==> config.mk <==
export PLATFORM = sky130hd
export DESIGN_NAME = frame_write_sequencer
export DESIGN_NICKNAME = d
export VERILOG_FILES = /design/src/rtl/frame_write_sequencer_pkg.sv /design/src/rtl/frame_write_sequencer_fb_addr_gen.sv /design/src/rtl/frame_write_sequencer.sv
export SDC_FILE = /design/constraint.sdc
export NUM_CORES = 1
export LEC_CHECK = 0
export CAP_MARGIN = 20
export CORE_MARGIN = 3
export CORE_UTILIZATION = 40
export DETAILED_ROUTE_END_ITERATION = 6
export HOLD_SLACK_MARGIN = 0.1
export PLACE_DENSITY = 0.76
export SYNTH_ARGS = -nofsm -noshare
export SYNTH_HDL_FRONTEND = slang
export SYNTH_SLANG_ARGS = --single-unit
export TNS_END_PERCENT = 1
==> constraint.sdc <==
create_clock -name clk -period 2 [get_ports clk]
set_input_delay 0.4 -clock clk [delete_from_list [all_inputs] [get_ports clk]]
set_output_delay 0.4 -clock clk [all_outputs]
set_load 0.02 [all_outputs]
==> src/rtl/frame_write_sequencer_pkg.sv <==
// Shared frame-manager definitions: source-select width, sequencer state codes, draw-area defaults.
package frame_write_sequencer_pkg;

    localparam int SOURCE_SEL_ADDRW = 2;
    localparam int DRAW_WIDTH_DEF   = 640;
    localparam int DRAW_HEIGHT_DEF  = 480;

    typedef logic [2:0] fws_state_t;

    localparam fws_state_t ST_IDLE       = 3'd0;
    localparam fws_state_t ST_SELECT     = 3'd1;
    localparam fws_state_t ST_REQUEST    = 3'd2;
    localparam fws_state_t ST_WAIT_START = 3'd3;
    localparam fws_state_t ST_ACTIVE     = 3'd4;
    localparam fws_state_t ST_NEXT       = 3'd5;
    localparam fws_state_t ST_DONE       = 3'd6;

endpackage

==> src/rtl/frame_write_sequencer_fb_addr_gen.sv <==
// Range check, linear address y*DRAW_WIDTH+x and one-cycle registered framebuffer write port.
module fb_addr_gen
    import frame_write_sequencer_pkg::*;
#(
    parameter int COLOR_DEPTH = 9,
    parameter int DRAW_WIDTH  = DRAW_WIDTH_DEF,
    parameter int DRAW_HEIGHT = DRAW_HEIGHT_DEF,
    parameter int FB_ADDRW    = 19
) (
    input  logic                   clk,
    input  logic                   reset,
    input  logic                   capture,
    input  logic [31:0]            x_addr,
    input  logic [31:0]            y_addr,
    input  logic [COLOR_DEPTH-1:0] color,
    output logic                   fb_we,
    output logic [FB_ADDRW-1:0]    fb_addr,
    output logic [COLOR_DEPTH-1:0] fb_data
);

    function automatic logic in_frame(input logic [31:0] x, input logic [31:0] y);
        return (x < 32'(DRAW_WIDTH)) && (y < 32'(DRAW_HEIGHT));
    endfunction

    function automatic logic [FB_ADDRW-1:0] lin_addr(input logic [31:0] x, input logic [31:0] y);
        logic [FB_ADDRW-1:0] w;
        w = FB_ADDRW'(DRAW_WIDTH);
        return FB_ADDRW'(y) * w + FB_ADDRW'(x);
    endfunction

    logic                   vld_p1;
    logic [FB_ADDRW-1:0]    addr_p1;
    logic [COLOR_DEPTH-1:0] data_p1;

    // p0 -> p1: bus sample to framebuffer port
    always_ff @(posedge clk or posedge reset) begin
        if (reset) begin
            vld_p1  <= 1'b0;
            addr_p1 <= '0;
            data_p1 <= '0;
        end else begin
            vld_p1 <= capture && in_frame(x_addr, y_addr);
            if (capture) begin
                addr_p1 <= lin_addr(x_addr, y_addr);
                data_p1 <= color;
            end
        end
    end

    assign fb_we   = vld_p1;
    assign fb_addr = addr_p1;
    assign fb_data = data_p1;

endmodule

==> src/rtl/frame_write_sequencer.sv <==
// Grants the draw-source bus to each populated source in turn and double-buffers the frame.
// Optional start timeout on silent sources: define FRAME_WRITE_SEQ_TIMEOUT_EN.
module frame_write_sequencer
    import frame_write_sequencer_pkg::*;
#(
    parameter int                     NUM_SOURCES   = 4,
    parameter logic [NUM_SOURCES-1:0] SOURCE_MASK   = 4'b1111,
    parameter int                     COLOR_DEPTH   = 9,
    parameter int                     DRAW_WIDTH    = DRAW_WIDTH_DEF,
    parameter int                     DRAW_HEIGHT   = DRAW_HEIGHT_DEF,
    parameter int                     FB_ADDRW      = 19
`ifdef FRAME_WRITE_SEQ_TIMEOUT_EN
    ,
    parameter int                     START_TIMEOUT = 16
`endif
) (
    input  logic                        clk,
    input  logic                        reset,
    input  logic                        frame_start,
    output logic [SOURCE_SEL_ADDRW-1:0] write_source_sel,
    output logic                        write_awaited,
    input  logic                        write_active,
    input  logic [COLOR_DEPTH-1:0]      write_color_data,
    input  logic [31:0]                 write_x_addr,
    input  logic [31:0]                 write_y_addr,
    output logic                        fb_we,
    output logic [FB_ADDRW-1:0]         fb_addr,
    output logic [COLOR_DEPTH-1:0]      fb_data,
    output logic                        fb_bank,
    output logic                        display_bank,
    output logic                        frame_done,
    output logic                        frame_overrun
`ifdef FRAME_WRITE_SEQ_TIMEOUT_EN
    ,
    output logic                        source_timeout
`endif
);

    localparam logic [SOURCE_SEL_ADDRW-1:0] LAST_SEL = SOURCE_SEL_ADDRW'(NUM_SOURCES - 1);

    fws_state_t                  state;
    logic [SOURCE_SEL_ADDRW-1:0] sel;
    logic                        capture;

`ifdef FRAME_WRITE_SEQ_TIMEOUT_EN
    localparam int TO_W = $clog2(START_TIMEOUT) + 1;
    logic [TO_W-1:0] wait_cnt;
`endif

    // A compliant source's first pixel arrives with write_active, while still in WAIT_START
    assign capture = write_active && ((state == ST_WAIT_START) || (state == ST_ACTIVE));

    always_ff @(posedge clk or posedge reset) begin
        if (reset) begin
            state         <= ST_IDLE;
            sel           <= '0;
            write_awaited <= 1'b0;
            fb_bank       <= 1'b0;
            display_bank  <= 1'b1;
            frame_done    <= 1'b0;
            frame_overrun <= 1'b0;
`ifdef FRAME_WRITE_SEQ_TIMEOUT_EN
            wait_cnt       <= '0;
            source_timeout <= 1'b0;
`endif
        end else begin
            write_awaited <= 1'b0;
            frame_done    <= 1'b0;
            frame_overrun <= frame_start && (state != ST_IDLE) && (state != ST_DONE);
`ifdef FRAME_WRITE_SEQ_TIMEOUT_EN
            source_timeout <= 1'b0;
`endif
            case (state)
                ST_IDLE: begin
                    if (frame_start) begin
                        sel   <= '0;
                        state <= ST_SELECT;
                    end
                end
                ST_SELECT: begin
                    if (SOURCE_MASK[sel]) begin
                        write_awaited <= 1'b1;
                        state         <= ST_REQUEST;
                    end else begin
                        state <= ST_NEXT;
                    end
                end
                ST_REQUEST: begin
`ifdef FRAME_WRITE_SEQ_TIMEOUT_EN
                    wait_cnt <= TO_W'(1);
`endif
                    state <= ST_WAIT_START;
                end
                ST_WAIT_START: begin
                    if (write_active) begin
                        state <= ST_ACTIVE;
`ifdef FRAME_WRITE_SEQ_TIMEOUT_EN
                    end else if (wait_cnt == TO_W'(START_TIMEOUT - 1)) begin
                        source_timeout <= 1'b1;
                        state          <= ST_NEXT;
                    end else begin
                        wait_cnt <= wait_cnt + 1'b1;
`endif
                    end
                end
                ST_ACTIVE: begin
                    if (!write_active) state <= ST_NEXT;
                end
                ST_NEXT: begin
                    if (sel == LAST_SEL) begin
                        frame_done <= 1'b1;
                        state      <= ST_DONE;
                    end else begin
                        sel   <= sel + 1'b1;
                        state <= ST_SELECT;
                    end
                end
                ST_DONE: begin
                    if (frame_start) begin
                        display_bank <= fb_bank;
                        fb_bank      <= ~fb_bank;
                        sel          <= '0;
                        state        <= ST_SELECT;
                    end
                end
                default: state <= ST_IDLE;
            endcase
        end
    end

    assign write_source_sel = sel;

    fb_addr_gen #(
        .COLOR_DEPTH (COLOR_DEPTH),
        .DRAW_WIDTH  (DRAW_WIDTH),
        .DRAW_HEIGHT (DRAW_HEIGHT),
        .FB_ADDRW    (FB_ADDRW)
    ) u_fb_addr_gen (
        .clk     (clk),
        .reset   (reset),
        .capture (capture),
        .x_addr  (write_x_addr),
        .y_addr  (write_y_addr),
        .color   (write_color_data),
        .fb_we   (fb_we),
        .fb_addr (fb_addr),
        .fb_data (fb_data)
    );

endmodule

# Yosys cells after proc, flatten, opt, wreduce, memory -nomap -nowiden
# Cells that the tools add are included.
[word_totals]
inputBits = 77
output_inout_bits = 36
elab_cells = 57
register_bits = 39
[classes]
n_reduce_logical = 13
mul = 1
mux = 15
n_eq_ne = 12
magnitude_cmp = 3
add_sub_neg = 2
bitwise_logic = 1
[op_table]
columns = ["operator", "count"]
rows = [
  ["< comparator 32 x 10 -> 1 bit, second input constant", 1],
  ["< comparator 32 x 9 -> 1 bit, second input constant", 1],
  ["adder 19 bit", 1],
  ["multiplier 19 x 3 -> 12 bit, second input constant", 1],
  ["one-hot mux 3 bit (6 select lines)", 1],
  ["2-to-1 mux 3 bit", 5],
  ["equality test 3 bit, second input constant", 3],
  ["equality test 3 x 2 -> 1 bit, second input constant", 2],
  ["inequality test 2 bit, second input constant", 3],
  ["AND reduction 3 bit", 2],
  ["logical AND 1 bit", 5],
  ["2-to-1 mux 1 bit", 5],
  ["2-to-1 mux 2 bit", 2],
  ["one-hot mux 2 bit (2 select lines)", 1],
  ["equality test 3 x 1 -> 1 bit, second input constant", 1],
  ["logical NOT 3 bit", 1],
  ["< comparator 2 x 3 -> 1 bit, second input constant", 1],
  ["inequality test 3 bit, second input constant", 1],
  ["nonzero test 3 bit", 1],
  ["adder 2 x 1 -> 2 bit, second input constant", 1],
  ["binary-select mux 1 bit (select 2 bit)", 1],
  ["equality test 2 bit, second input constant", 1],
  ["inequality test 2 x 1 -> 1 bit, second input constant", 1],
  ["AND reduction 2 bit", 1],
  ["other kinds (4)", 4],
]

# Logic depth before layout (Yosys ltp)
[logic_depth]
ltp_word = 4
depth_mapped = 16
ltp_nobuf = 16

# Hierarchy
# From an unflattened synthesis, not the netlist that was laid out.
[unflattened]
hier_cells = 263
area_unflattened_um2 = 2741.4
[modules_own_cells]
columns = ["mod", "instances", "seq_area_each_um2", "area_per_inst_um2", "cells_per_inst"]
rows = [
  ["fb_addr_gen", 1, 725.7, 2185.8, 209],
  ["frame_write_sequencer", 1, 251.5, 555.5, 54],
]

# Least setup slack after synthesis
# No wires, ideal clock.
[synth_timing]
path_kind = "in2reg"
from = "input write_y_addr[2]"
to = "register u_fb_addr_gen.addr_p1[18], in the netlist u_fb_addr_gen.fb_addr[18]"
n_path_buf = 0
arrival_ns = 3.010
setup_time_ns = 0.126
t_required_ns = 1.874
cell_stages = 15
path_slack_ns = -1.136
path_cell_list = "ha_1 ha_1 a21o_1 a21oi_1 nor2b_1 o21a_1 nor2_1 xnor2_1 ha_1 a21oi_1 o211ai_1 a21o_1 o211ai_1 xor2_1 o21ai_0"
[synth_via]
elab_chain_cells = 2
[synth_lines]
columns = ["item", "line", "source"]
rows = [
  ["from (decl)", "frame_write_sequencer.sv:25", "input logic [31:0] write_y_addr,"],
  ["multiplier 19 x 3 -> 12 bit", "frame_write_sequencer_fb_addr_gen.sv:28", "return FB_ADDRW'(y) * w + FB_ADDRW'(x);"],
  ["adder 19 bit", "frame_write_sequencer_fb_addr_gen.sv:28", ""],
  ["to (signal assigned)", "frame_write_sequencer_fb_addr_gen.sv:44", "addr_p1 <= lin_addr(x_addr, y_addr);"],
  ["to (decl)", "frame_write_sequencer_fb_addr_gen.sv:32", "logic [FB_ADDRW-1:0] addr_p1;"],
]
# No other way between the ends.
# A chain may end at the register's enable or synchronous reset.

# Worst setup path after layout
[layout_timing]
from = "input write_y_addr[6]"
to = "register u_fb_addr_gen.addr_p1[18], in the netlist u_fb_addr_gen.fb_addr[18]"
# The elaborated chain is that of the path after synthesis.

==> results.ini <==
[floorplan]
io-pin-count = 113
coreArea_um2 = 6460
fp.dieH_um = 88.5
rows = 29
start_util = 0.421
die_x_um = 88.5
die-area_um2 = 7830

[worst_setup_path]
crit_arrival_ns = 3.15
cp_num_buf_inv = 1
path_class = primary input to register
cp-end-kind = register
crit_top_cell = ha_1
path_delay_family = compound AO/OA/AOI/OAI gates
r2r_cells = 6
required_ns = 2.18
cp_cell_sequence = dlygate4sd2_1, ha_1, ha_1, nor2b_1, o21a_1, o41ai_2, xnor2_1, ha_2, nor2_2, nor2_1, a21o_1, o211ai_1, xor2_1, o21ai_1
critical_path.max_stage_delay_ns = 0.35
start_kind = primary input
slowest_stage = o41ai_2
timing.rr.start = state[2]$_DFFE_PP0P_
timing.rr.end = u_fb_addr_gen.fb_addr[7]$_DFFE_PP0P_
critPathMaxFanout = 3
r2r_setup_slack_ns = 0.22
crit_start = write_y_addr[6]

[sta]
timing.final.crit_share = 1.49
slew_violations = 0
grt_setup_unrepaired = true
fin_tns_setup_ns = -4.12
worst_hold_slack_ns = 0.481
fin_worst_skew_ns = 0.00300
hold_violations = 0
fmax_ghz = 0.336
slew_headroom = 0.682
setup_viol = 7
worst_pin_slew_ns = 0.477
fin_crit_ns = 2.98
timing.final.ws_setup_ns = -0.976

[route]
drt_iter0_markers = 55
vias = 2708
drc_errors = 0
postRouteAntennaNets = 0
post_drt_wl_per_cell_um = 14.8
viasPerCell = 5.20
drt-total-wl_mm = 7.71
dr.pass1.iters = 4

[clock_network]
htreeDepth = 2
cts_setup_buffers = 0
cts.sinks = 39
numCtsBuffers = 5
cts_root_buf = clkbuf_8
cts_tree = built
clock_path_buffers = 2
ctsHoldBuffers = 0
clk_latency_ns = 0.29
clk_pin_slew_ns = 0.07

[finish]
register_area_um2 = 977
layout.cells.most_common_list = clkdlybuf4s50_1, buf_4, dfrtp_1
nets = 552
multi_input_area_um2 = 1830
post-route-util = 0.713
final_area_um2 = 4600
fill_cells = 488
insertedDiodeCount = 0
area_growth_syn_to_layout_pct = 69.2
layout_commonest_cell = clkdlybuf4s50_1
drive_above_1_share = 0.270

[pwr]
pwr-share-seq = 0.269
swShare = 0.378
p_clk_frac = 0.130
pwr_density_cell_nw_per_um2 = 1110
switchingPower_mw = 1.93
cellLeakagePower_nw = 1.97
combPwrFrac = 0.600
intPower_mw = 3.18
power_mw = 5.11
ir_worst_vdd_v = 0.000779

[run_status]
failed_checks = setup timing
status = finished, violations left

[worst_hold_path]
worstHoldStart = u_fb_addr_gen.fb_addr[10]$_DFFE_PP0P_
min_path_cells = 2
min_to = u_fb_addr_gen.fb_addr[10]$_DFFE_PP0P_
min_path_type = register to register

[placed_design]
place_area_um2 = 4380
post-dp-hpwl_mm = 6.32
place_congestion = 0.878
port_buffers = 112

[global_routing]
antenna_found_initial = 0
grt_pass1_wl_mm = 12.1
grt_pass1_vias = 2681
gr-total-overflow = 0
grt_max_degree = 40
grtUsageTotal = 0.196

[yosys]
syn_nets = 383
yosysSeqAreaShare = 0.359
postSynthAreaPerCell_um2 = 9.93
ys.flop_type = dfrtp_1
syn_inst = 274
synth-seq-cells = 39
ys_warn_count = 0
synthArstFlopShare = 1.00
synth_edf_count = 0
synth_cell_types = 48
post_synth_instance_area_um2 = 2720

[flow_run]
max-cap-violations = 0

## worst min-delay path, delay by kind of cell, from the launching register on
family / cells / cell delay [ns]
flops: 1 / 0.34
compound gates: 1 / 0.06
simple gates: 1 / 0.04
## synth_stat cells, types with 2 or more instances
master | count | area share
a21oi_1 | 11 | 0.020
nor4_1 | 9 | 0.021
nor3b_1 | 4 | 0.011
nand2_1 | 18 | 0.025
a21o_1 | 5 | 0.014
nor2b_1 | 6 | 0.014
clkbuf_1 | 2 | 0.0028
o31ai_1 | 2 | 0.0055
fa_1 | 2 | 0.015
mux2_2 | 19 | 0.079
dfrtp_1 | 38 | 0.35
buf_6 | 3 | 0.012
or4_1 | 2 | 0.0055
a211oi_1 | 2 | 0.0055
xor2_1 | 4 | 0.013
inv_1 | 11 | 0.015
o21a_1 | 8 | 0.022
o41ai_1 | 3 | 0.0097
ha_1 | 30 | 0.14
o211ai_1 | 4 | 0.011
o21ai_0 | 19 | 0.035
xnor2_1 | 11 | 0.035
nand2b_1 | 3 | 0.0069
o21ai_1 | 3 | 0.0055
nand4_1 | 5 | 0.011
and3_1 | 3 | 0.0069
nand3_1 | 5 | 0.0092
nor3_1 | 7 | 0.013
nor2_1 | 15 | 0.021
nand3b_1 | 2 | 0.0055
## flip-flops by register name, indices dropped and copies added, names as in the netlist
register	flops
frame_done	1
u_fb_addr_gen.fb_data	9
u_fb_addr_gen.fb_addr	19
state	3
u_fb_addr_gen.fb_we	1
write_source_sel	2
frame_overrun	1
display_bank	1
write_awaited	1
fb_bank	1
## layout make-up
cell class / count / area share
Multi-Input combinational cell: 216 / 0.397
Clock buffer: 6 / 0.0179
Clock inverter: 2 / 0.00761
Timing Repair Buffer: 169 / 0.335
Inverter: 12 / 0.00978
Tap cell: 77 / 0.0209
Sequential cell: 39 / 0.212
## power groups by stage
| stage | clock network, mW | registers, mW | logic (mW) |
|---|---|---|---|
| floorplan | 0 | 1.78 | 1.26 |
| global placement | 0 | 1.36 | 2.92 |
| detailed placement | 0 | 1.39 | 2.99 |
| CTS | 0.688 | 1.38 | 3.06 |
| global route | 0.722 | 1.42 | 3.34 |
| finish | 0.665 | 1.38 | 3.07 |
## how the worst max path moves through the flow
stage          slack (ns)                               endpoint  cells after the start
2_1_floorplan       -0.98  u_fb_addr_gen.fb_addr[18]$_DFFE_PP0P_                     16
3_3_place_gp        -1.56  u_fb_addr_gen.fb_addr[18]$_DFFE_PP0P_                     17
3_5_place_dp        -1.67  u_fb_addr_gen.fb_addr[18]$_DFFE_PP0P_                     17
4_1_cts             -0.93  u_fb_addr_gen.fb_addr[18]$_DFFE_PP0P_                     14
5_1_grt             -1.09  u_fb_addr_gen.fb_addr[18]$_DFFE_PP0P_                     14
6_report            -0.98  u_fb_addr_gen.fb_addr[18]$_DFFE_PP0P_                     14
## cell families after synthesis
group / after synthesis / share of synthesized area
mux: 19 / 0.0786
fa+ha+maj: 33 / 0.156
simple gates: 84 / 0.166
flops: 39 / 0.359
xor+xnor: 15 / 0.0483
compound gates: 65 / 0.155
buf+inv: 19 / 0.0363
## through the flow
step / cells / setup WS (ns)
after floorplan: 274 / -0.980
after detailed placement: 513 / -1.67
final: 521 / -0.976
after global routing: 521 / -1.09
after global placement: 513 / -1.56
after CTS: 521 / -0.929
## repair_timing
item | CTS | global route
gates resized for setup | 40 | 6
hold endpoints to repair | 0 | 0
pin swaps | 22 | 0
endpoints found under the setup margin | 8 | 8
gates cloned | 0 | 0
## layer usage
metal	vias to the layer above	GRT usage	part of all wire
met2	51	0.351	0.53
li1	1354	-	-
met4	0	0.0495	0.014
met1	1291	0.242	0.42
met3	12	0.0382	0.038
met5	-	0	0
No activity file was read; power rests on OpenSTA's default activity.
